==> config.mk <==
export PLATFORM = sky130hd
export DESIGN_NAME = pipe_modaddsub_flat
export DESIGN_NICKNAME = d
export VERILOG_FILES = /design/src/rtl/pipe_modaddsub_if.sv /design/src/rtl/pipe_modaddsub.sv /design/src/flat_wrapper.sv
export SDC_FILE = /design/constraint.sdc
export NUM_CORES = 1
export LEC_CHECK = 0
export CAP_MARGIN = 20
export CORE_MARGIN = 2
export CORE_UTILIZATION = 52
export CTS_CLUSTER_SIZE = 24
export DETAILED_ROUTE_END_ITERATION = 6
export GPL_ROUTABILITY_DRIVEN = 0
export PLACE_DENSITY = 0.77
export SYNTH_ARGS = -nofsm -noshare
export SYNTH_HDL_FRONTEND = slang
export SYNTH_SLANG_ARGS = --single-unit
export TNS_END_PERCENT = 100
==> constraint.sdc <==
create_clock -name clk -period 2.95 [get_ports clk]
set_input_delay 0.295 -clock clk [delete_from_list [all_inputs] [get_ports clk]]
set_output_delay 0.295 -clock clk [all_outputs]
set_load 0.01 [all_outputs]
==> src/rtl/pipe_modaddsub_if.sv <==
// Operand/result handshake bundle for pipe_modaddsub.
// master drives operands and out_ready; slave is the adder/subtractor.
interface pipe_modaddsub_if #(
  parameter int unsigned N     = 32,
  parameter int unsigned TAG_W = 4
);
  logic             in_valid;
  logic             in_ready;
  logic             mode;
  logic [N-1:0]     input1;
  logic [N-1:0]     input2;
  logic [TAG_W-1:0] tag_in;
  logic             out_valid;
  logic             out_ready;
  logic [N-1:0]     answer;
  logic [TAG_W-1:0] tag_out;
  logic             carry_out;
  logic             range_err;

  modport master (
    output in_valid, mode, input1, input2, tag_in, out_ready,
    input  in_ready, out_valid, answer, tag_out, carry_out, range_err
  );

  modport slave (
    input  in_valid, mode, input1, input2, tag_in, out_ready,
    output in_ready, out_valid, answer, tag_out, carry_out, range_err
  );
endinterface

==> src/rtl/pipe_modaddsub.sv <==
// Pipelined N-bit add/sub with SEG-bit registered carry segments and an
// optional mod-Q correction stage; all stages advance together on adv.
module pipe_modaddsub #(
  parameter int unsigned N       = 32,
  parameter int unsigned SEG     = 8,
  parameter int unsigned Q       = 3329,
  parameter int unsigned USE_MOD = 1,
  parameter int unsigned TAG_W   = 4
) (
  input  logic             clk,
  input  logic             rst,
  pipe_modaddsub_if.slave  bus
);

  localparam int unsigned NSEG = N / SEG;
  localparam logic [N-1:0] QN  = N'(Q);

  if (N % SEG != 0) begin : g_chk_seg
    $error("pipe_modaddsub: N (%0d) must be a multiple of SEG (%0d)", N, SEG);
  end
  if (Q == 0 || (N < 32 && (Q >> N) != 0)) begin : g_chk_q
    $error("pipe_modaddsub: Q (%0d) must satisfy 0 < Q < 2^N", Q);
  end

  logic         adv;
  logic         out_vld;
  logic [N-1:0] b_in;
  logic         rerr_in;

  assign adv          = ~out_vld | bus.out_ready;
  assign bus.in_ready = adv;
  assign b_in         = bus.mode ? ~bus.input2 : bus.input2;
  assign rerr_in      = (USE_MOD != 0) && ((bus.input1 >= QN) || (bus.input2 >= QN));

  // Each stage consumes the low SEG bits of the remaining operands, appends its
  // sum segment to the finished low result, and passes the rest upward.
  for (genvar s = 0; s < NSEG; s++) begin : g_seg
    localparam int unsigned LO = s * SEG;
    localparam int unsigned HI = LO + SEG;

    logic [N-LO-1:0]  a_p, b_p;
    logic             vld_p, cy_p, mode_p, rerr_p;
    logic [TAG_W-1:0] tag_p;
    logic [HI-1:0]    res_new;
    logic [SEG:0]     sum;

    logic             vld_q, vld_d, cy_q, cy_d, mode_q, mode_d, rerr_q, rerr_d;
    logic [TAG_W-1:0] tag_q, tag_d;
    logic [HI-1:0]    res_q, res_d;

    if (s == 0) begin : g_head
      assign a_p     = bus.input1;
      assign b_p     = b_in;
      assign vld_p   = bus.in_valid;
      assign cy_p    = bus.mode;
      assign mode_p  = bus.mode;
      assign rerr_p  = rerr_in;
      assign tag_p   = bus.tag_in;
      assign res_new = sum[SEG-1:0];
    end else begin : g_body
      assign a_p     = g_seg[s-1].g_op.a_q;
      assign b_p     = g_seg[s-1].g_op.b_q;
      assign vld_p   = g_seg[s-1].vld_q;
      assign cy_p    = g_seg[s-1].cy_q;
      assign mode_p  = g_seg[s-1].mode_q;
      assign rerr_p  = g_seg[s-1].rerr_q;
      assign tag_p   = g_seg[s-1].tag_q;
      assign res_new = {sum[SEG-1:0], g_seg[s-1].res_q};
    end

    assign sum = {1'b0, a_p[SEG-1:0]} + {1'b0, b_p[SEG-1:0]} + {{SEG{1'b0}}, cy_p};

    always_comb begin
      vld_d  = vld_q;
      cy_d   = cy_q;
      mode_d = mode_q;
      rerr_d = rerr_q;
      tag_d  = tag_q;
      res_d  = res_q;
      if (adv) begin
        vld_d  = vld_p;
        cy_d   = sum[SEG];
        mode_d = mode_p;
        rerr_d = rerr_p;
        tag_d  = tag_p;
        res_d  = res_new;
      end
    end

    always_ff @(posedge clk) begin
      if (rst) begin
        vld_q  <= 1'b0;
        cy_q   <= 1'b0;
        mode_q <= 1'b0;
        rerr_q <= 1'b0;
        tag_q  <= '0;
        res_q  <= '0;
      end else begin
        vld_q  <= vld_d;
        cy_q   <= cy_d;
        mode_q <= mode_d;
        rerr_q <= rerr_d;
        tag_q  <= tag_d;
        res_q  <= res_d;
      end
    end

    if (s < NSEG - 1) begin : g_op
      logic [N-HI-1:0] a_q, a_d, b_q, b_d;

      always_comb begin
        a_d = a_q;
        b_d = b_q;
        if (adv) begin
          a_d = a_p[N-LO-1:SEG];
          b_d = b_p[N-LO-1:SEG];
        end
      end

      always_ff @(posedge clk) begin
        if (rst) begin
          a_q <= '0;
          b_q <= '0;
        end else begin
          a_q <= a_d;
          b_q <= b_d;
        end
      end
    end
  end

  logic [N-1:0]     r_raw;
  logic             c_raw, vld_raw, mode_raw, rerr_raw;
  logic [TAG_W-1:0] tag_raw;

  assign r_raw    = g_seg[NSEG-1].res_q;
  assign c_raw    = g_seg[NSEG-1].cy_q;
  assign vld_raw  = g_seg[NSEG-1].vld_q;
  assign mode_raw = g_seg[NSEG-1].mode_q;
  assign rerr_raw = g_seg[NSEG-1].rerr_q;
  assign tag_raw  = g_seg[NSEG-1].tag_q;

  if (USE_MOD != 0) begin : g_mod
    logic             vld_q, vld_d, cout_q, cout_d, rerr_q, rerr_d;
    logic [TAG_W-1:0] tag_q, tag_d;
    logic [N-1:0]     ans_q, ans_d;

    // S-Q truncated to N bits equals R-Q mod 2^N, so bit N of S only feeds the compare.
    always_comb begin
      vld_d  = vld_q;
      cout_d = cout_q;
      rerr_d = rerr_q;
      tag_d  = tag_q;
      ans_d  = ans_q;
      if (adv) begin
        vld_d  = vld_raw;
        cout_d = mode_raw ^ c_raw;
        rerr_d = rerr_raw;
        tag_d  = tag_raw;
        if (mode_raw) begin
          ans_d = c_raw ? r_raw : r_raw + QN;
        end else begin
          ans_d = ({c_raw, r_raw} >= {1'b0, QN}) ? r_raw - QN : r_raw;
        end
      end
    end

    always_ff @(posedge clk) begin
      if (rst) begin
        vld_q  <= 1'b0;
        cout_q <= 1'b0;
        rerr_q <= 1'b0;
        tag_q  <= '0;
        ans_q  <= '0;
      end else begin
        vld_q  <= vld_d;
        cout_q <= cout_d;
        rerr_q <= rerr_d;
        tag_q  <= tag_d;
        ans_q  <= ans_d;
      end
    end

    assign out_vld       = vld_q;
    assign bus.out_valid = vld_q;
    assign bus.answer    = ans_q;
    assign bus.carry_out = cout_q;
    assign bus.range_err = rerr_q;
    assign bus.tag_out   = tag_q;
  end else begin : g_wrap
    assign out_vld       = vld_raw;
    assign bus.out_valid = vld_raw;
    assign bus.answer    = r_raw;
    assign bus.carry_out = mode_raw ^ c_raw;
    assign bus.range_err = rerr_raw;
    assign bus.tag_out   = tag_raw;
  end

endmodule

==> src/flat_wrapper.sv <==
// flat-port wrapper written by rule: the top's interface ports become plain ports
module pipe_modaddsub_flat 
#(
  parameter int unsigned N       = 32,
  parameter int unsigned SEG     = 8,
  parameter int unsigned Q       = 3329,
  parameter int unsigned USE_MOD = 1,
  parameter int unsigned TAG_W   = 4
)
  (clk, rst, bus_in_valid, bus_mode, bus_input1, bus_input2, bus_tag_in, bus_out_ready, bus_in_ready, bus_out_valid, bus_answer, bus_tag_out, bus_carry_out, bus_range_err);
  pipe_modaddsub_if #(.N(N), .TAG_W(TAG_W)) bus_i ();
  input  logic clk;
  input  logic rst;
  input wire logic [$bits(bus_i.in_valid)-1:0] bus_in_valid;
  input wire logic [$bits(bus_i.mode)-1:0] bus_mode;
  input wire logic [$bits(bus_i.input1)-1:0] bus_input1;
  input wire logic [$bits(bus_i.input2)-1:0] bus_input2;
  input wire logic [$bits(bus_i.tag_in)-1:0] bus_tag_in;
  input wire logic [$bits(bus_i.out_ready)-1:0] bus_out_ready;
  output wire logic [$bits(bus_i.in_ready)-1:0] bus_in_ready;
  output wire logic [$bits(bus_i.out_valid)-1:0] bus_out_valid;
  output wire logic [$bits(bus_i.answer)-1:0] bus_answer;
  output wire logic [$bits(bus_i.tag_out)-1:0] bus_tag_out;
  output wire logic [$bits(bus_i.carry_out)-1:0] bus_carry_out;
  output wire logic [$bits(bus_i.range_err)-1:0] bus_range_err;
  assign bus_i.in_valid = bus_in_valid;
  assign bus_i.mode = bus_mode;
  assign bus_i.input1 = bus_input1;
  assign bus_i.input2 = bus_input2;
  assign bus_i.tag_in = bus_tag_in;
  assign bus_i.out_ready = bus_out_ready;
  assign bus_in_ready = bus_i.in_ready;
  assign bus_out_valid = bus_i.out_valid;
  assign bus_answer = bus_i.answer;
  assign bus_tag_out = bus_i.tag_out;
  assign bus_carry_out = bus_i.carry_out;
  assign bus_range_err = bus_i.range_err;
  pipe_modaddsub #(.N(N), .SEG(SEG), .Q(Q), .USE_MOD(USE_MOD), .TAG_W(TAG_W)) u_core (.clk(clk), .rst(rst), .bus(bus_i));
endmodule
==> metrics.csv, run 1 <==
stage,metric,value,unit
grt,global-route wire length before repair,43.6,mm
logic_synthesis,Netlist cell types,69,
logic_synthesis,cell accounting for the most synthesized area,dfxtp_1,
sta,RSZ-0062 raised after global routing,no,
worst_setup_path,Crit path required time,3360,ps
worst_setup_path,Reg-to-Reg End,u_core.bus.answer[8]$_SDFFE_PP0P_,
clock_network,"Hold-fix buffers, CTS",0,
grt,All-Layer GR Usage,21.5,%
sta,Slew Limit Fails,0,
final_layout,nets,1599,
routing,Detail Route Antenna Nets,0,
power,Tot Pwr,8.18,mW
worst_setup_path,crit path launch type,register,
worst_setup_path,critical path cell sequence,"inv_1, ha_1, nor4b_1, and3_1, or3_1, o211a_1, or3_1, a32o_1",
die,Die Span Y,153,µm
power,Cell Pwr Density,603,mW/mm²
clock_network,total CTS buffers,26,
routing,Initial DRC Count,636,
routing,WL/cell,14.4,µm
routing,drt first pass iters,7,
clock_network,H-tree depth,1,
grt,largest net degree at the start of global routing,133,
logic_synthesis,Synth async-reset ratio,0,%
logic_synthesis,Post-synth EDFFs,0,
run,max_cap viols,0,
grt,total congestion overflow,0,
worst_setup_path,CP Capture Type,register,
min_path,Hold WC Path Type,input port to register,
logic_synthesis,YS warnings,0,
routing,drc violations,1,
placed_design,Post-DP Area,0.0127,mm²
sta,Peak Freq,376,MHz
logic_synthesis,syn nets,1545,
placed_design,pre-CTS WS,215,ps
logic_synthesis,synthesized flop and latch total,247,
sta,final-report hold violation count,0,
worst_setup_path,worst setup path class,register to register,
power,LEAKAGE,5.16,nW
grt,number of global-route vias before repair,9210,
logic_synthesis,dominant synthesized flop cell,dfxtp_1,
logic_synthesis,share of the synthesized area in the top cell type,43.1,%
power,Peak VDD IR,0.000343,V
worst_setup_path,Crit Reg-Reg Startpoint,u_core.g_seg[3].res_q[1]$_SDFFE_PP0P_,
sta,Slew @ Worst Pin,729,ps
clock_network,Post-CTS Setup Bufs,0,
die,number of cell rows,54,
placed_design,Port-buffer cells,112,
clock_network,CTS Root Buffer Type,clkbuf_16,
sta,setup ws final,289,ps
die,Initial Util,52.8,%
sta,final setup vio count,0,
final_layout,share of cells above drive strength 1,5.25,%
clock_network,CTS tree,yes,
die,Chip Width,153,µm
sta,Fin Clk Skew,25.9,ps
routing,post-DR vias/cell,5.62,
placed_design,Post-DP HPWL,17.4,mm
sta,Worst slew margin,50.9,%
min_path,Hold Path Stages,2,
clock_network,"Reg clk slew, reported paths",60,ps
die,Die ar.,0.0233,mm²
logic_synthesis,ranking of synthesized cells by area,"dfxtp_1 43%, nand2_1 12%, a21oi_1 7.9%",
clock_network,clock buffer depth,3,
worst_setup_path,reg2reg setup slack,290,ps
sta,minimum clock period,2660,ps
worst_setup_path,CP Max Fanout,10,
min_path,worst hold start,rst,
clock_network,post_cts resized,0,
status,outcome,finished with violations,
clock_network,clock sinks,247,
worst_setup_path,crit-path most repeated cell,or3_1,
status,failing checks,design-rule violations,
final_layout,Final Cell Area,0.0135,mm²
final_layout,P&R area growth vs syn,18.1,%
grt,initial antenna violation count,1,
worst_setup_path,crit path DAT,3070,ps
die,Core ar.,0.0218,mm²
logic_synthesis,Syn Inst Count,1434,
logic_synthesis,Syn Area/Cell,8.00,µm²
logic_synthesis,"Seq/Total Area, Yosys",43.1,%
routing,routed via count,10000,
worst_setup_path,Worst path max stage delay,540,ps
clock_network,worst-skew pair later-pin latency,530,ps
min_path,WHS Endpoint,u_core.g_seg[0].g_op.a_q[9]$_SDFFE_PP0P_,
worst_setup_path,cell at the slowest stage of the critical path,or3_1,
sta,worst hold slack,122,ps
sta,part of the cycle the worst path needs,90.2,%
sta,Setup TNS,0,ps
worst_setup_path,Reg2Reg Depth,8,
die,Ports,113,
logic_synthesis,mapped cell area,0.0115,mm²
routing,Post-Route WL,25.7,mm
==> metrics by stage <==
step,instances,utilization [%]
global placement,1740,58.4
finish,1785,62.3
CTS,1784,62.3
floorplan,1434,-
global route,1784,62.3
detailed placement,1740,58.4
==> per-layer routing <==
metal / global-route usage (%) / part of all wire, %
met5: 0 / 0
met1: 31.5 / 49
met4: 4.23 / 1.2
met3: 3.84 / 6.2
met2: 33.4 / 44
==> final cells by class <==
type                    instances  area, µm²
repair buffers                133       1300
clock inverters                 5       56.3
multi-input cells            1056       6010
fillers                      1912       8210
inverters                      24       95.1
clock buffers                  39        791
well taps                     280        350
flip-flops and latches        247       4940
diodes                          1       2.50
==> worst max-delay path by stage <==
stage / start / endpoint / slack [ps]
2_1_floorplan: bus_mode / u_core.g_seg[0].res_q[7]$_SDFFE_PP0P_ / 160
3_3_place_gp: bus_input2[1] / u_core.g_seg[0].res_q[7]$_SDFFE_PP0P_ / 260
3_5_place_dp: bus_input2[1] / u_core.g_seg[0].res_q[7]$_SDFFE_PP0P_ / 220
4_1_cts: u_core.g_seg[3].res_q[1]$_SDFFE_PP0P_ / u_core.bus.answer[8]$_SDFFE_PP0P_ / 330
5_1_grt: u_core.g_seg[3].res_q[0]$_SDFFE_PP0P_ / u_core.bus.answer[30]$_SDFFE_PP0P_ / 120
6_report: u_core.g_seg[3].res_q[1]$_SDFFE_PP0P_ / u_core.bus.answer[8]$_SDFFE_PP0P_ / 290
==> layout by cell type (no fill, tap or decap), types with 8 or more instances in the layout <==
| cell type | synthesis | final |
|---|---|---|
| inv_1 | 24 | 23 |
| buf_4 | 3 | 19 |
| nand4_1 | 19 | 19 |
| nor2b_1 | 11 | 10 |
| nor2_1 | 69 | 68 |
| nand3_1 | 20 | 20 |
| nor3_1 | 23 | 23 |
| xnor2_1 | 39 | 39 |
| or3_1 | 16 | 16 |
| clkbuf_16 | 0 | 27 |
| xor2_1 | 20 | 20 |
| o31ai_1 | 9 | 9 |
| ha_1 | 31 | 31 |
| nand2_1 | 366 | 366 |
| and3_1 | 13 | 13 |
| a211oi_1 | 42 | 42 |
| nor4_1 | 23 | 23 |
| a21oi_1 | 182 | 182 |
| o21ai_0 | 38 | 38 |
| nand2b_1 | 8 | 8 |
| dfxtp_1 | 247 | 247 |
| clkdlybuf4s50_1 | 0 | 110 |
==> synthesized netlist by cell type, drive strengths merged (3+ instances only) <==
cell type  instances
xnor2             39
xor2              20
nor4              27
nor4b              3
nand2b             8
nand3b             6
o2111ai            4
nor2b             11
fa                 7
a211o              3
inv               24
nor3              24
a211oi            42
clkbuf            90
o21ai             40
a221o              3
o31ai              9
a2111oi            4
a22o               3
nor3b              3
or4                6
nand3             20
a21oi            182
or3               17
o41ai              5
dfxtp            247
a311oi             7
a21boi             4
nand2            366
mux2i              7
ha                31
o21a               4
and2               3
o211ai             5
nor2              69
buf               17
or2                3
a21o               6
nand4             19
a32o               7
and3              13
==> flip-flops by register name, summed over array words and instances (netlist names) <==
register	count
u_core.bus.tag_out	4
u_core.bus.carry_out	1
u_core.bus.out_valid	1
u_core.g_seg.g_op.a_q	48
u_core.c_raw	1
u_core.bus.range_err	1
u_core.g_seg.vld_q	4
u_core.g_seg.res_q	80
u_core.g_seg.mode_q	4
u_core.g_seg.rerr_q	4
u_core.g_seg.tag_q	16
u_core.g_seg.cy_q	3
u_core.bus.answer	32
u_core.g_seg.g_op.b_q	48
==> critical path: cells and delay by family, from the launching register on <==
kind	cells	cell delay (ps)
AND/OR/NAND/NOR	4	1280
AO/OA/AOI/OAI	2	520
flip-flops	1	460
adder cells (fa/ha/maj)	1	180
buffers and inverters	1	120
==> kinds of logic after synthesis <==
| logic type | count (synthesis) | synth area share (%) |
|---|---|---|
| DFF | 247 | 43.1 |
| buffers and inverters | 131 | 4.64 |
| and+or+nand+nor | 606 | 24.0 |
| AOI/OAI and AO/OA | 344 | 18.4 |
| adders and majority gates | 38 | 4.60 |
| muxes | 9 | 0.807 |
| xor gates and xnor gates | 59 | 4.50 |
==> report_power, final <==
part | switching [mW] | internal (mW)
clock | 1.27 | 1.92
sequential | 0.170 | 3.59
combinational | 0.592 | 0.630
No activity file was read; power rests on OpenSTA's default activity.
==> run 2, diff against run 1 <==
- SLEW_MARGIN: default -> 20
==> results of run 2 <==
Same layout as run 1: the final DEF is identical, and so are final timing and power.
